<file path="config.mk">
export PLATFORM = sky130hd
export DESIGN_NAME = sti_dac_gen
export DESIGN_NICKNAME = d
export VERILOG_FILES = /design/src/rtl/sti_dac_gen_pkg.sv /design/src/rtl/sti_dac_gen_arrange.sv /design/src/rtl/sti_dac_gen.sv
export SDC_FILE = /design/constraint.sdc
export NUM_CORES = 1
export LEC_CHECK = 0
export CAP_MARGIN = 0
export CORE_UTILIZATION = 30
export CTS_CLUSTER_SIZE = 24
export DETAILED_ROUTE_END_ITERATION = 6
export HOLD_SLACK_MARGIN = 0.12
export SLEW_MARGIN = 20
export SYNTH_ARGS = -nofsm -noshare
export SYNTH_HDL_FRONTEND = slang
export SYNTH_SLANG_ARGS = --single-unit
</file>
<file path="constraint.sdc">
create_clock -name clk -period 2.23 [get_ports clk]
set_clock_uncertainty 0.1 [all_clocks]
set_input_delay 0.446 -clock clk [delete_from_list [all_inputs] [get_ports clk]]
set_output_delay 0.446 -clock clk [all_outputs]
set_load 0.01 [all_outputs]
</file>
<file path="src/rtl/sti_dac_gen_pkg.sv">
// Shared types and helpers for the serial transmit / data arrange pipeline:
// FSM state encoding, frame length and byte-index to memory location mapping.
package sti_dac_gen_pkg;

  typedef enum logic [1:0] {
    ST_IDLE,
    ST_SHIFT,
    ST_GAP,
    ST_DONE
  } tx_state_e;

  typedef struct packed {
    logic [15:0] bank;
    logic [15:0] addr;
    logic        parity;  // 0: odd memory, 1: even memory
  } byte_loc_t;

  // Frame length in bits for a length-minus-one byte count.
  function automatic int unsigned frame_bits(input int unsigned len_m1);
    return 8 * (len_m1 + 1);
  endfunction

  // Checkerboard scatter: address bit row_bit flips which memory of the pair
  // receives the even/odd byte of each address.
  function automatic byte_loc_t map_index(input int unsigned n,
                                          input int unsigned addr_w,
                                          input int unsigned row_bit);
    int unsigned k;
    int unsigned row;
    byte_loc_t   loc;
    k          = n & ((32'd1 << (addr_w + 1)) - 32'd1);
    row        = k >> (row_bit + 1);
    loc.bank   = 16'(n >> (addr_w + 1));
    loc.addr   = 16'(k >> 1);
    loc.parity = k[0] ^ row[0];
    return loc;
  endfunction

endpackage

</file>
<file path="src/rtl/sti_dac_gen_arrange.sv">
// Reassembles the serial stream into bytes, scatters them over the odd/even
// memory pairs, zero-fills the remaining capacity at end of stream, flags finish.
module sti_dac_gen_arrange
  import sti_dac_gen_pkg::*;
#(
  parameter int BANKS   = 4,
  parameter int ADDR_W  = 5,
  parameter int ROW_BIT = 2
) (
  input  logic              clk,
  input  logic              reset,
  input  logic              bit_i,
  input  logic              valid_i,
  input  logic              done_i,
  output logic [7:0]        dataout_o,
  output logic [ADDR_W-1:0] addr_o,
  output logic [BANKS-1:0]  wr_odd_o,
  output logic [BANKS-1:0]  wr_even_o,
  output logic              finish_o
);

  localparam int CAP = BANKS * (2 ** (ADDR_W + 1));
  localparam int N_W = $clog2(CAP + 1);
  localparam logic [N_W-1:0] CAP_C = N_W'(CAP);

  logic [7:0]        sh_q, sh_d;
  logic [2:0]        bcnt_q, bcnt_d;
  logic              byte_vld_q, byte_vld_d;
  logic [N_W-1:0]    n_q, n_d;
  logic              phase_q, phase_d;
  logic              finish_q, finish_d;
  logic [7:0]        data_q, data_d;
  logic [ADDR_W-1:0] addr_q, addr_d;
  logic [BANKS-1:0]  odd_q, odd_d;
  logic [BANKS-1:0]  even_q, even_d;
  logic              full;
  logic              do_wr;
  logic [7:0]        wr_byte;
  byte_loc_t         loc;

  assign full = (n_q == CAP_C);
  assign loc  = map_index(32'(n_q), ADDR_W, ROW_BIT);

  always_comb begin
    sh_d       = sh_q;
    bcnt_d     = bcnt_q;
    byte_vld_d = 1'b0;
    n_d        = n_q;
    phase_d    = 1'b0;
    data_d     = '0;
    addr_d     = '0;
    odd_d      = '0;
    even_d     = '0;
    do_wr      = 1'b0;
    wr_byte    = '0;

    // First received bit of a byte ends up in bit 7.
    if (valid_i) begin
      sh_d       = {sh_q[6:0], bit_i};
      bcnt_d     = bcnt_q + 3'd1;
      byte_vld_d = (bcnt_q == 3'd7);
    end

    // Zero-fill alternates write / idle so strobes land every other cycle.
    if (byte_vld_q) begin
      do_wr   = !full;
      wr_byte = sh_q;
    end else if (done_i && !phase_q) begin
      do_wr   = !full;
      phase_d = !full;
    end

    if (do_wr) begin
      n_d    = n_q + N_W'(1);
      data_d = wr_byte;
      addr_d = ADDR_W'(loc.addr);
      if (loc.parity) even_d = BANKS'(1) << loc.bank;
      else            odd_d  = BANKS'(1) << loc.bank;
    end

    finish_d = finish_q | (full & done_i);
  end

  always_ff @(posedge clk) begin
    if (reset) begin
      sh_q       <= '0;
      bcnt_q     <= '0;
      byte_vld_q <= 1'b0;
      n_q        <= '0;
      phase_q    <= 1'b0;
      finish_q   <= 1'b0;
      data_q     <= '0;
      addr_q     <= '0;
      odd_q      <= '0;
      even_q     <= '0;
    end else begin
      sh_q       <= sh_d;
      bcnt_q     <= bcnt_d;
      byte_vld_q <= byte_vld_d;
      n_q        <= n_d;
      phase_q    <= phase_d;
      finish_q   <= finish_d;
      data_q     <= data_d;
      addr_q     <= addr_d;
      odd_q      <= odd_d;
      even_q     <= even_d;
    end
  end

  assign dataout_o = data_q;
  assign addr_o    = addr_q;
  assign wr_odd_o  = odd_q;
  assign wr_even_o = even_q;
  assign finish_o  = finish_q;

endmodule

</file>
<file path="src/rtl/sti_dac_gen.sv">
// Parallel-to-serial frame transmitter (IDLE/SHIFT/GAP/DONE) feeding the
// byte arranger that scatters the stream over odd/even memory pairs.
module sti_dac_gen
  import sti_dac_gen_pkg::*;
#(
  parameter int DATA_W    = 16,
  parameter int MAX_BYTES = 4,
  parameter int BANKS     = 4,
  parameter int ADDR_W    = 5,
  parameter int ROW_BIT   = 2,
  parameter int GAP       = 3
) (
  input  logic                         clk,
  input  logic                         reset,
  input  logic                         load,
  output logic                         pi_ready,
  input  logic [DATA_W-1:0]            pi_data,
  input  logic [$clog2(MAX_BYTES)-1:0] pi_length,
  input  logic                         pi_fill,
  input  logic                         pi_msb,
  input  logic                         pi_low,
  input  logic                         pi_end,
  output logic                         so_data,
  output logic                         so_valid,
  output logic [7:0]                   oem_dataout,
  output logic [ADDR_W-1:0]            oem_addr,
  output logic [BANKS-1:0]             oem_wr_odd,
  output logic [BANKS-1:0]             oem_wr_even,
  output logic                         oem_finish
);

  localparam int FW    = (DATA_W > 8 * MAX_BYTES) ? DATA_W : 8 * MAX_BYTES;
  localparam int CNT_W = $clog2(FW + 1);
  localparam int GAP_W = $clog2(GAP + 1);
  localparam logic [CNT_W-1:0] DATA_W_C = CNT_W'(DATA_W);
  localparam logic [CNT_W-1:0] FW_C     = CNT_W'(FW);

  tx_state_e        state_q, state_d;
  logic [FW-1:0]    frame_q, frame_d;
  logic [FW-1:0]    frame_new;
  logic [FW-1:0]    data_ext;
  logic             msb_q, msb_d;
  logic             end_q, end_d;
  logic [CNT_W-1:0] cnt_q, cnt_d;
  logic [CNT_W-1:0] len_bits;
  logic [GAP_W-1:0] gap_q, gap_d;

  assign data_ext = FW'(pi_data);
  assign len_bits = CNT_W'(frame_bits(32'(pi_length)));

  // The frame is built in bits [L-1:0]; MSB-first frames are then left-aligned
  // so the serialiser always reads a fixed end of the shift register.
  always_comb begin
    frame_new = data_ext;
    if (len_bits < DATA_W_C) begin
      if (pi_low) frame_new = data_ext >> (DATA_W_C - len_bits);
      else        frame_new = data_ext & ~({FW{1'b1}} << len_bits);
    end else if (pi_fill) begin
      frame_new = data_ext << (len_bits - DATA_W_C);
    end
    if (pi_msb) frame_new = frame_new << (FW_C - len_bits);
  end

  // NOTE: every signal this block drives gets a default first, so no path
  // leaves one unassigned and no latch is inferred.
  always_comb begin
    state_d = state_q;
    frame_d = frame_q;
    msb_d   = msb_q;
    end_d   = end_q;
    cnt_d   = cnt_q;
    gap_d   = gap_q;
    case (state_q)
      ST_IDLE: begin
        if (load) begin
          state_d = ST_SHIFT;
          frame_d = frame_new;
          msb_d   = pi_msb;
          end_d   = pi_end;
          cnt_d   = len_bits - CNT_W'(1);
        end
      end
      ST_SHIFT: begin
        frame_d = msb_q ? (frame_q << 1) : (frame_q >> 1);
        if (cnt_q == '0) begin
          state_d = ST_GAP;
          gap_d   = GAP_W'(GAP - 1);
        end else begin
          cnt_d = cnt_q - CNT_W'(1);
        end
      end
      ST_GAP: begin
        if (gap_q == '0) state_d = end_q ? ST_DONE : ST_IDLE;
        else             gap_d   = gap_q - GAP_W'(1);
      end
      ST_DONE: state_d = ST_DONE;
      default: state_d = ST_IDLE;
    endcase
  end

  // NOTE: sequential state is updated with non-blocking assignments so every
  // register samples pre-edge values regardless of statement order.
  always_ff @(posedge clk) begin
    if (reset) begin
      state_q <= ST_IDLE;
      frame_q <= '0;
      msb_q   <= 1'b0;
      end_q   <= 1'b0;
      cnt_q   <= '0;
      gap_q   <= '0;
    end else begin
      state_q <= state_d;
      frame_q <= frame_d;
      msb_q   <= msb_d;
      end_q   <= end_d;
      cnt_q   <= cnt_d;
      gap_q   <= gap_d;
    end
  end

  assign pi_ready = (state_q == ST_IDLE);
  assign so_valid = (state_q == ST_SHIFT);
  assign so_data  = so_valid & (msb_q ? frame_q[FW-1] : frame_q[0]);

  sti_dac_gen_arrange #(
    .BANKS   (BANKS),
    .ADDR_W  (ADDR_W),
    .ROW_BIT (ROW_BIT)
  ) u_arrange (
    .clk       (clk),
    .reset     (reset),
    .bit_i     (so_data),
    .valid_i   (so_valid),
    .done_i    (state_q == ST_DONE),
    .dataout_o (oem_dataout),
    .addr_o    (oem_addr),
    .wr_odd_o  (oem_wr_odd),
    .wr_even_o (oem_wr_even),
    .finish_o  (oem_finish)
  );

endmodule

</file>
; Yosys cells after proc, flatten, opt, wreduce, memory -nomap -nowiden
; Cells that the tools add are included.
[totals]
reg_bits = 88
input_bits = 25
output_inout_bits = 25
wordCells = 90
[classes]
addsub = 9
n_lt_le_gt_ge = 1
n_eq_ne = 10
shifts = 5
n_mux = 20
bitwise_logic = 10
n_reduce_logical = 19
[ops]
columns = cell, count
row1 = $mux W32, 6
row2 = $pmux W32 S2, 1
row3 = $and A16 B32 Y32, 1
row4 = $not A32 Y32, 1
row5 = $shl A16 B6 Y32, 1
row6 = $shl A32 B6 Y32, 1
row7 = $shl A32 B6 Y32 const A, 1
row8 = $shr A16 B6 Y32, 1
row9 = $mux W6, 2
row10 = $pmux W6 S2, 1
row11 = $sub A6 B1 Y6 const B, 2
row12 = $mux W2, 5
row13 = $add A9 B1 Y9 const B, 1
row14 = $eq A9 B9 Y1 const B, 1
row15 = $reduce_and A3 Y1, 3
row16 = $reduce_or A3 Y1, 3
row17 = $ne A2 B2 Y1 const B, 4
row18 = $pmux W2 S4, 1
row19 = $logic_not A6 Y1, 1
row20 = $lt A6 B5 Y1 const B, 1
row21 = $reduce_or A2 Y1, 3
row22 = $sub A5 B6 Y6 const A, 1
row23 = $sub A6 B5 Y6 const B, 1
row24 = $sub A6 B6 Y6 const A, 1
row25 = other kinds (19), 30

; Logic depth before layout (Yosys ltp)
[logic_depth]
word_depth = 10
mapped_depth = 11

; Cells and area by module
; From an unflattened synthesis, not the netlist that was laid out.
[hier_totals]
cells_unflattened = 714
area_unflattened_um2 = 5764.3
[modules_own_cells]
columns = module, instances, cells_each, area_per_inst_um2, seq_area_each_um2
row1 = sti_dac_gen, 1, 563, 4142.7, 880.8
row2 = sti_dac_gen_arrange, 1, 151, 1621.6, 880.8

; Worst setup path before layout
; Ideal clock, no wire load.
[synth_path]
path_type = input-to-reg
from = input pi_length[0]
to = register frame_q[19]
setup_time_ns = 0.075
arrival_ns = 2.196
t_required_ns = 2.055
setup_slack_ns = -0.141
path_stages = 9
n_path_buf = 2
cell_sequence = buf_4 inv_1 ha_1 buf_2 xnor2_1 and3_1 a221oi_1 o41a_1 o22ai_1
[synth_between]
elab_chain_cells = 10
elab_cells_between_ends = 17
[synth_lines]
columns = item, line_no
row1 = start: declaration, sti_dac_gen.sv:18  ; input logic [$clog2(MAX_BYTES)-1:0] pi_length,
row2 = $add A2 B1 Y3 (*), sti_dac_gen_pkg.sv:20  ; return 8 * (len_m1 + 1);
row3 = branches (longest 6 deep; another with $sub A6 B5 Y6), n/a
row4 = $mux W32 (*), sti_dac_gen.sv:61  ; if (pi_msb) frame_new = frame_new << (FW_C - len_bits);
row5 = $mux W32 (*), sti_dac_gen.sv:75  ; if (load) begin
row6 = $pmux W32 S2 (*), sti_dac_gen.sv:73  ; case (state_q)
row7 = end signal: assignment, sti_dac_gen.sv:113  ; frame_q <= frame_d;
row8 = end: declaration, sti_dac_gen.sv:39  ; logic [FW-1:0] frame_q, frame_d;
; Mark *: on every way between the ends. The select of a mux whose other input is x is not followed.
; A chain may end at the register's enable or synchronous reset.

; Worst setup path after layout
[layout_path]
from = register state_q[1]
to = output so_valid
[layout_between]
elab_chain_cells = 1
[layout_lines]
columns = item, line_no
row1 = start: declaration, sti_dac_gen.sv:38  ; tx_state_e state_q, state_d;
row2 = start signal: assignment, sti_dac_gen.sv:112  ; state_q <= state_d;
row3 = $eq A2 B1 Y1, sti_dac_gen.sv:122  ; assign so_valid = (state_q == ST_SHIFT);
row4 = end: declaration, sti_dac_gen.sv:24  ; output logic so_valid,
; No other way between the ends.

==> results.py <==
metrics = {
    "layout": {
        "nNetsFinal": 792,
        "fillCellCount": 1692,
        "area_delta_synth_final_pct": 34.2,
        "stdcell_count": 980,
        "fin_util_pct": 41.4,
        "diodes": 0,
        "drive_gt1_share_pct": 21.4,
    },
    "timing": {
        "layout_min_cycle_time_ns": 2.17,
        "slew_viol_final": 0,
        "max_slew_margin_pct": 65.7,
        "max_freq_ghz": 0.460,
        "setup_viol": 0,
        "totalNegativeSetupSlack_ns": 0,
        "hold_violations": 0,
        "post-route-period-util_pct": 97.5,
        "tightest_slew_ns": 0.509,
    },
    "synthesis": {
        "syn_area_per_cell_sq_um": 8.02,
        "ys_seq_area_share_pct": 34.3,
        "yosysWarnings": 0,
        "synthCells": 641,
        "async_reset_ff_share_pct": 0,
        "ys_ff_latch": 88,
        "ys.flop_type": "dfxtp_1",
        "synth_commonest_cells": "dfxtp_1 (88), nand2_1 (64), nor2_1 (62)",
        "synth_top_area_share_pct": 34.3,
        "synth_cell_type_count": 69,
        "synth_edf_count": 0,
        "synthesis.area_sq_um": 5140,
        "synthTopCellsByArea": "dfxtp_1 (34%), nand2_1 (4.7%), nor2_1 (4.5%), mux2i_1 (4.3%), a21oi_1 (4.2%)",
        "synth.most_common_cell": "dfxtp_1",
        "yosysTopAreaCell": "dfxtp_1",
        "syn_nets": 678,
    },
    "placed_design": {
        "portBuffers": 49,
        "place_congestion": 0.952,
        "dp.cells": 960,
        "dpl.hpwl_um": 11900,
    },
    "pwr": {
        "p_sw_w": 0.00148,
        "switching_share_pct": 31.0,
        "peakVddDrop_mv": 0.296,
        "p_int_w": 0.00330,
        "leakage_nw": 2.61,
        "power.total_w": 0.00478,
        "power_density_nw_per_um2": 693,
        "pwr-share-comb_pct": 27.8,
        "p_clk_share_pct": 34.5,
        "seq_power_share_pct": 37.7,
    },
    "run": {
        "max_cap_violations": 0,
    },
    "grt": {
        "grt_overflow": 0,
        "antenna_found_initial": 0,
        "grt_pass1_wl_um": 25700,
        "first_global_vias": 4987,
        "grt_max_degree": 38,
        "grt_usage_pct": 18.3,
    },
    "clock_tree": {
        "cts_buffers": 9,
        "clk_latency_ns": 0.35,
        "cts_tree": "done",
        "ctsHoldBuffers": 0,
        "cts_sinks": 88,
        "cts.path.max_buffers": 2,
        "path_clk_slew_ns": 0.06,
        "htreeDepth": 3,
        "cts_root_buffer": "clkbuf_16",
    },
    "critical_path": {
        "arrival_ns": 1.63,
        "regToRegEndpoint": "frame_q[4]",
        "start_kind": "flop",
        "cp.required_ns": 1.68,
        "critical_path.startpoint": "state_q[1]",
        "rr_worst_depth": 8,
        "reg2reg_from": "state_q[1]",
        "r2r_slack_ns": 0.34,
        "cp-end-kind": "output pin",
        "crit_type": "flop to output pin",
        "critPathMaxFanout": 19,
    },
    "status": {
        "status": "finished with violations",
        "violations": "DRC",
    },
    "worst_hold_path": {
        "hold_end": "u_arrange.sh_q[0]",
        "hold_class": "primary input to flop",
        "hp-start": "reset",
        "whs_path_depth": 2,
    },
    "floorplan": {
        "placementRows": 47,
        "start_util_pct": 30.9,
        "dieWidth_um": 133,
        "die_area_sq_um": 17700,
        "io_pins": 50,
        "core_sq_um": 16600,
        "die_h_um": 133,
    },
    "route": {
        "wirelength_um": 16000,
        "dr.pass1.iters": 7,
        "drc": 2,
        "wl_per_cell_um": 16.4,
        "first_iter_violations": 349,
        "vias": 5251,
        "viasPerCell": 5.36,
        "drtAntennaViolNets": 0,
    },
}
## critical path, stage by stage (launching register included)
cell             delay, ns
dfxtp_1               0.35
nand2b_4              0.19
buf_12                0.17
inv_2                 0.06
clkdlybuf4s50_1       0.53
## repair_timing
| action | 4_1_cts | 5_1_grt |
|---|---|---|
| buffers inserted | 3 | 0 |
| pin swaps | 2 | 0 |
| gates cloned | 0 | 1 |
| gates resized for setup | 15 | 10 |
| endpoints found under the setup margin | 34 | 18 |
## power by group through the flow
stage / clock network (W) / logic, W / registers (W)
6_report: 0.00165 / 0.00133 / 0.00180
3_3_place_gp: 0 / 0.00126 / 0.00183
3_5_place_dp: 0 / 0.00126 / 0.00183
2_1_floorplan: 0 / 0.000803 / 0.00179
5_1_grt: 0.00175 / 0.00145 / 0.00181
4_1_cts: 0.00167 / 0.00129 / 0.00180
## placed cells by master, fill, tap and decap left out, types with 9 or more instances in the layout
| master | n |
|---|---|
| mux2i_1 | 22 |
| buf_4 | 99 |
| nor2b_1 | 9 |
| nor2_1 | 57 |
| clkdlybuf4s50_1 | 46 |
| inv_1 | 19 |
| a21oi_1 | 42 |
| a221oi_1 | 18 |
| nor3_1 | 26 |
| and2_1 | 10 |
| nand3_1 | 16 |
| o21ai_0 | 35 |
| o22ai_1 | 16 |
| and3_1 | 10 |
| clkbuf_16 | 10 |
| ha_1 | 10 |
| nand2_1 | 63 |
| mux2_2 | 14 |
| dfxtp_1 | 85 |
## state kept, by name, summed over array words and instances, names as in the netlist
signal	flops
u_arrange.wr_even_o	4
u_arrange.addr_o	5
u_arrange.sh_q	8
u_arrange.phase_q	1
u_arrange.finish_o	1
u_arrange.byte_vld_q	1
u_arrange.n_q	9
state_q	2
gap_q	2
u_arrange.wr_odd_o	4
cnt_q	6
u_arrange.bcnt_q	3
frame_q	32
end_q	1
msb_q	1
u_arrange.dataout_o	8
## area by class of cell
| cell class | instances | area, sq um | share of cell area (%) |
|---|---|---|---|
| Clock buffer | 10 | 229 | 3.32 |
| Clock inverter | 6 | 91.3 | 1.32 |
| Inverter | 21 | 78.8 | 1.14 |
| Multi-Input combinational cell | 484 | 3180 | 46.1 |
| Sequential cell | 88 | 1770 | 25.6 |
| Tap cell | 220 | 275 | 3.99 |
| Timing Repair Buffer | 151 | 1270 | 18.5 |
## worst max-delay path by stage
stage	to	slack, ns	cells after the start
2_1_floorplan	frame_q[31]	0.02	9
3_3_place_gp	frame_q[31]	-0.62	9
3_5_place_dp	frame_q[15]	-0.68	8
4_1_cts	so_data	0.002	3
5_1_grt	so_valid	-0.01	4
6_report	so_valid	0.06	4
## logic make-up (layout without fill, tap and decap cells)
| family | Yosys count | after routing | synth area share [%] |
|---|---|---|---|
| flip-flops | 88 | 88 | 34.3 |
| multiplexers | 36 | 36 | 7.35 |
| XOR/XNOR | 11 | 11 | 1.87 |
| buffers and inverters | 69 | 188 | 6.01 |
| adder cells (fa/ha/maj) | 12 | 12 | 2.92 |
| AND/OR/NAND/NOR | 236 | 236 | 22.4 |
| AO/OA/AOI/OAI | 189 | 189 | 25.2 |
## layer usage
metal  routed length, um  global-route usage (%)  vias to the layer above
met4                 491                    7.73                        0
met1                7150                    22.8                     2464
met3                 980                    4.87                       31
met2                7410                    29.7                      170
met5                   0                       0                        -
li1                    -                       -                     2586
## through the flow
stage	hold WS, ns	setup WS, ns	cell area (sq um)
2_1_floorplan	0.306	0.0210	5180
3_3_place_gp	0.334	-0.618	6450
3_5_place_dp	0.333	-0.685	6450
4_1_cts	0.328	0.00248	6840
5_1_grt	0.356	-0.0119	6890
6_report	0.330	0.0565	6890
Note: power is estimated with default switching activity, not from simulation.
